[src/rtl/loader_pkg.sv]
// Shared definitions for the boot-image loader: FSM encoding and frame geometry.
package loader_pkg;
  typedef enum logic [2:0] {
    S_HDR0,
    S_HDR1,
    S_DATA,
    S_CSUM,
    S_DONE,
    S_ERROR
  } state_t;

  localparam int HDR_BYTES      = 2;
  localparam int CSUM_BYTES     = 1;
  localparam int BYTES_PER_WORD = 4;
endpackage

[src/rtl/word_assembler.sv]
// Packs a little-endian byte stream into 32-bit words; pulses o_word_valid on the 4th byte.
module word_assembler
  import loader_pkg::*;
(
  input  logic        clk,
  input  logic        rst,
  input  logic        i_en,
  input  logic [7:0]  i_byte,
  output logic [31:0] o_word,
  output logic        o_word_valid
);
  logic [31:0] r_shift;
  logic [1:0]  r_idx;

  always_ff @(posedge clk) begin
    if (rst) begin
      r_shift <= '0;
      r_idx   <= '0;
    end else if (i_en) begin
      r_shift <= {i_byte, r_shift[31:8]};
      r_idx   <= r_idx + 2'd1;
    end
  end

  // Word is presented combinationally alongside the final byte so the top can register it.
  assign o_word       = {i_byte, r_shift[31:8]};
  assign o_word_valid = i_en && (r_idx == 2'(BYTES_PER_WORD - 1));
endmodule

[src/rtl/prog_loader.sv]
// Host-link boot loader: parses a counted, XOR-checked frame into instruction memory, then releases the CPU.
module prog_loader
  import loader_pkg::*;
#(
  parameter logic [31:0] ADDR_BASE = 32'h0000_0000,
  parameter int          MAX_WORDS = 64
) (
  input  logic        clk,
  input  logic        rst,
  input  logic        rx_valid,
  input  logic [7:0]  rx_data,
  output logic        rx_ready,
  output logic        imem_we,
  output logic [31:0] imem_addr,
  output logic [31:0] imem_wdata,
  output logic        cpu_run,
  output logic        done,
  output logic        error
);
  localparam logic [16:0] MAXW = 17'(MAX_WORDS);

  state_t      r_state, w_next;
  logic [7:0]  r_cnt_lo, r_csum;
  logic [15:0] r_count, r_word_cnt;
  logic [15:0] w_count_hdr;
  logic [31:0] w_word;
  logic        w_xfer, w_asm_en, w_word_valid;

  assign rx_ready    = !rst && (r_state inside {S_HDR0, S_HDR1, S_DATA, S_CSUM});
  assign w_xfer      = rx_valid && rx_ready;
  assign w_asm_en    = w_xfer && (r_state == S_DATA);
  assign w_count_hdr = {rx_data, r_cnt_lo};

  word_assembler u_asm (
    .clk          (clk),
    .rst          (rst),
    .i_en         (w_asm_en),
    .i_byte       (rx_data),
    .o_word       (w_word),
    .o_word_valid (w_word_valid)
  );

  always_ff @(posedge clk) begin
    if (rst) r_state <= S_HDR0;
    else     r_state <= w_next;
  end

  always_comb begin
    w_next = r_state;
    case (r_state)
      S_HDR0: if (w_xfer) w_next = S_HDR1;
      S_HDR1: if (w_xfer) begin
        if (w_count_hdr == 16'd0)              w_next = S_CSUM;
        else if ({1'b0, w_count_hdr} > MAXW)   w_next = S_ERROR;
        else                                   w_next = S_DATA;
      end
      S_DATA: if (w_word_valid && (r_word_cnt == r_count - 16'd1)) w_next = S_CSUM;
      S_CSUM: if (w_xfer) w_next = (rx_data == r_csum) ? S_DONE : S_ERROR;
      default: w_next = r_state;
    endcase
  end

  always_ff @(posedge clk) begin
    if (rst) begin
      imem_we    <= 1'b0;
      imem_addr  <= ADDR_BASE;
      imem_wdata <= '0;
      r_cnt_lo   <= '0;
      r_count    <= '0;
      r_word_cnt <= '0;
      r_csum     <= '0;
    end else begin
      imem_we <= w_word_valid;
      if (w_word_valid) begin
        imem_addr  <= ADDR_BASE + {14'd0, r_word_cnt, 2'b00};
        imem_wdata <= w_word;
        r_word_cnt <= r_word_cnt + 16'd1;
      end
      if (w_xfer && (r_state == S_HDR0)) r_cnt_lo <= rx_data;
      if (w_xfer && (r_state == S_HDR1)) r_count  <= w_count_hdr;
      if (w_asm_en)                      r_csum   <= r_csum ^ rx_data;
    end
  end

  assign done    = (r_state == S_DONE);
  assign error   = (r_state == S_ERROR);
  assign cpu_run = done;
endmodule

[config.mk]
export PLATFORM = sky130hd
export DESIGN_NAME = prog_loader
export DESIGN_NICKNAME = d
export VERILOG_FILES = /design/src/rtl/loader_pkg.sv /design/src/rtl/word_assembler.sv /design/src/rtl/prog_loader.sv
export SDC_FILE = /design/constraint.sdc
export NUM_CORES = 1
export LEC_CHECK = 0
export CORE_MARGIN = 4
export CORE_UTILIZATION = 59
export DETAILED_ROUTE_END_ITERATION = 16
export GPL_TIMING_DRIVEN = 0
export MAX_ROUTING_LAYER = met4
export PLACE_DENSITY = 0.88
export SLEW_MARGIN = 20
export SYNTH_ARGS = -nofsm -noshare
export SYNTH_HDL_FRONTEND = slang
export SYNTH_HIERARCHICAL = 1
export SYNTH_SLANG_ARGS = --single-unit
[constraint.sdc]
create_clock -name clk -period 8.9 [get_ports clk]
set_clock_uncertainty 0.2 [all_clocks]
set_input_delay 1.335 -clock clk [delete_from_list [all_inputs] [get_ports clk]]
set_output_delay 1.335 -clock clk [all_outputs]
set_load 0.02 [all_outputs]
==> reports/qor.tcl <==
set qor(clock_insertion_delay_worst_skew_ns) 0.53
set qor(gpl.final_weighted_congestion) 0.861
set qor(syn_to_final_growth_pct) 26.1
set qor(drt-total-wl_um) 14800
set qor(postSynthCellCount) 590
set qor(nNetsFinal) 701
set qor(storage_cell_area_mm2) 0.00252
set qor(floorplan.core_area_mm2) 0.00924
set qor(switchingPower_uw) 344
set qor(avgRoutedWirePerCell_um) 17.8
set qor(multi_input_comb_area_mm2) 0.00275
set qor(power.share.switching) 0.248
set qor(post_cts_resize_count) 0
set qor(drive_above_1_share) 0.109
set qor(powerDensity_mw_per_mm2) 196
set qor(clock_input_transition_at_the_sequential_cells_of_the_worst_setup_and_hold_paths_ns) 0.06
set qor(overall_die_height_um) 106
set qor(run_status) {finished clean}
set qor(cp_data_required_time_ns) 9.14
set qor(max_clock_buf_depth) 2
set qor(intPower_mw) 1.04
set qor(dr_wl_met3_um) 870
set qor(tritoncts) {built}
set qor(cap_violations) 0
set qor(yosysWarnings) 6
set qor(hold_class) {reg2reg}
set qor(worst-slew-pin-transition_ns) 0.903
set qor(ys_ff_latch) 126
set qor(detail_route.first_pass.iterations) 5
set qor(power.combinational.fraction) 0.062
set qor(min_period_over_period) 0.565
set qor(groute.usage.overall) 0.282
set qor(place.port_buffers) 63
set qor(post_cts.repair.setup_buffers) 0
set qor(synth_area_per_cell_um2) 9.52
set qor(clock_sinks) 126
set qor(placement_setup_slack_ns) 3.10
set qor(max_freq_mhz) 199
set qor(power_mw) 1.39
set qor(wirelength_met1_um) 5830
set qor(cts_buffers) 17
set qor(routed-wl-met2_um) 7670
set qor(post-route-worst-setup-slack_ns) 3.87
set qor(grt_setup_unrepaired) {no}
set qor(async_reset_ff_frac) 0
set qor(fillCellCount) 593
set qor(hold_viol) 0
set qor(detailedRoute.firstIterationViolations) 260
set qor(std_cell_rows) 35
set qor(initial_core_util) 0.608
set qor(crit_path_max_fanout) 10
set qor(routed.top_layer) {met4}
set qor(globalRoute.totalOverflow) 0
set qor(detailroute.via_count) 4668
set qor(power.share.clock) 0.522
set qor(period_minus_slack_ns) 5.03
set qor(synth_sequential_area_ratio) 0.449
set qor(finalNonFillerCells) 829
set qor(hold_buffers) 0
set qor(leakagePower_nw) 2.74
set qor(fin_setup_tns_ns) 0
set qor(post-route-drc-count) 0
set qor(power_frac_seq) 0.416
set qor(cp-end-kind) {flop}
set qor(worst_ir_drop_vdd_v) 0.000135
set qor(postSynth.topFlopCell) {sky130_fd_sc_hd__dfxtp_1}
set qor(worstPathArrival_ns) 5.27
set qor(placed_cells) 797
set qor(synthesis.area_mm2) 0.00562
set qor(num_io_pins) 80
set qor(clock_tree.root_cell) {sky130_fd_sc_hd__clkbuf_8}
set qor(detailedPlacementHpwl_um) 9280
set qor(die_width_um) 106
set qor(vias_per_cell) 5.63
set qor(wire_length_of_the_first_global_routing_pass_um) 24500
set qor(antenna_found_initial) 0
set qor(most-common-layout-cells) {126 x sky130_fd_sc_hd__dfxtp_1, 125 x sky130_fd_sc_hd__nor2_1, 100 x sky130_fd_sc_hd__mux2i_1, 63 x sky130_fd_sc_hd__clkdlybuf4s50_1, 28 x sky130_fd_sc_hd__xor2_1}
set qor(relSlewSlack) 0.398
set qor(antenna-diode-count) 0
set qor(cts_max_level) 4
set qor(first_global_vias) 4921
set qor(final_core_utilization) 0.767
set qor(timing_max_transition_violations_final) 0
set qor(grt_start_max_net_pins) 17
set qor(route.antenna.remaining_nets) 0
set qor(crit_path_start_kind) {primary input}
set qor(synth_enable_flop_cells) 0
set qor(finalSetupViolations) 0
set qor(overall_die_area_mm2) 0.0111
set qor(netlist-cell-type-count) 51
set qor(crit_type) {in2reg}
set qor(mostFrequentLayoutCell) {sky130_fd_sc_hd__dfxtp_1}
[area by class of cell]
type                    instances  share of cell area
clock inverters                15              0.0283
well taps                     129              0.0228
clock buffers                  17              0.0585
plain buffers                  63              0.0530
repair buffers                 63              0.0890
multi-input cells             409               0.389
inverters                       7             0.00371
flip-flops and latches        126               0.356
[worst max-delay path, cell delays in order]
cell	delay (ns)
sky130_fd_sc_hd__clkdlybuf4s50_1	0.44
sky130_fd_sc_hd__nor2_1	0.20
sky130_fd_sc_hd__nand2_1	0.17
sky130_fd_sc_hd__nor3b_2	0.54
sky130_fd_sc_hd__buf_6	0.27
sky130_fd_sc_hd__buf_12	0.17
sky130_fd_sc_hd__and2_1	0.13
sky130_fd_sc_hd__clkbuf_1	0.47
sky130_fd_sc_hd__and4_1	0.34
sky130_fd_sc_hd__nand4_1	0.10
sky130_fd_sc_hd__a2111o_1	0.41
sky130_fd_sc_hd__nor4_4	0.29
sky130_fd_sc_hd__a21oi_2	0.14
sky130_fd_sc_hd__o32ai_2	0.26
[final timing paths]
path	from	end	slack, ns	cells after the start
worst max-delay path	rst	r_state[2]	3.87	14
worst min-delay path	imem_addr[17]	imem_addr[17]	0.29	2
worst max register to register	r_state[1]	r_state[2]	4.73	12
worst min register to register	imem_addr[17]	imem_addr[17]	0.29	2
[per-layer routing]
metal,track usage,vias up
met1,0.309,2294
met2,0.488,174
met3,0.0631,44
met5,-,-
met4,0.130,0
li1,-,2156
[synth_stat cells (4+ instances only)]
| cell | number | area, um^2 |
|---|---|---|
| sky130_fd_sc_hd__dfxtp_1 | 126 | 2520 |
| sky130_fd_sc_hd__nor2_1 | 125 | 469 |
| sky130_fd_sc_hd__mux2i_1 | 100 | 1000 |
| sky130_fd_sc_hd__xor2_1 | 28 | 245 |
| sky130_fd_sc_hd__buf_4 | 25 | 188 |
| sky130_fd_sc_hd__clkbuf_1 | 22 | 82.6 |
| sky130_fd_sc_hd__xnor2_1 | 22 | 193 |
| sky130_fd_sc_hd__nand2_1 | 19 | 71.3 |
| sky130_fd_sc_hd__nand3_1 | 12 | 60.1 |
| sky130_fd_sc_hd__nand4_1 | 12 | 75.1 |
| sky130_fd_sc_hd__a21oi_1 | 10 | 50.1 |
| sky130_fd_sc_hd__buf_1 | 9 | 33.8 |
| sky130_fd_sc_hd__inv_1 | 7 | 26.3 |
| sky130_fd_sc_hd__nor3_1 | 7 | 35.0 |
| sky130_fd_sc_hd__nor4_1 | 7 | 43.8 |
| sky130_fd_sc_hd__o21ai_0 | 5 | 25.0 |
| sky130_fd_sc_hd__or3_1 | 5 | 31.3 |
| sky130_fd_sc_hd__nor2b_1 | 4 | 25.0 |
[kinds of logic after synthesis]
| logic type | after synthesis | synth area share |
|---|---|---|
| buf+inv | 70 | 0.0715 |
| other cells | 1 | 0.000668 |
| fa+ha+maj | 3 | 0.00668 |
| xor+xnor | 50 | 0.0780 |
| mux | 100 | 0.178 |
| compound gates | 32 | 0.0408 |
| simple gates | 208 | 0.175 |
| flops | 126 | 0.449 |
[power by group through the flow]
stage | logic (mW) | registers [mW] | clock network [mW]
after floorplan | 0.0600 | 0.587 | 0
after global placement | 0.0795 | 0.588 | 0
after detailed placement | 0.0813 | 0.589 | 0
after CTS | 0.0834 | 0.576 | 0.726
after global routing | 0.0917 | 0.577 | 0.755
final | 0.0857 | 0.577 | 0.724
[state kept, by name (all words and copies together), names as in the netlist, 2 cells and up]
signal and cells:
r_count 16, imem_addr 16, r_word_cnt 16, imem_wdata 32
r_csum 8, r_state 3, u_asm/r_shift 24, r_cnt_lo 8
u_asm/r_idx 2
[through the flow]
stage	hold slack [ns]	cell area (um^2)
3_3_place_gp	0.271	6460
4_1_cts	0.295	7080
2_1_floorplan	0.260	5670
3_5_place_dp	0.280	6460
5_1_grt	0.331	7080
6_report	0.292	7080
Note: power is estimated with default switching activity, not from simulation.
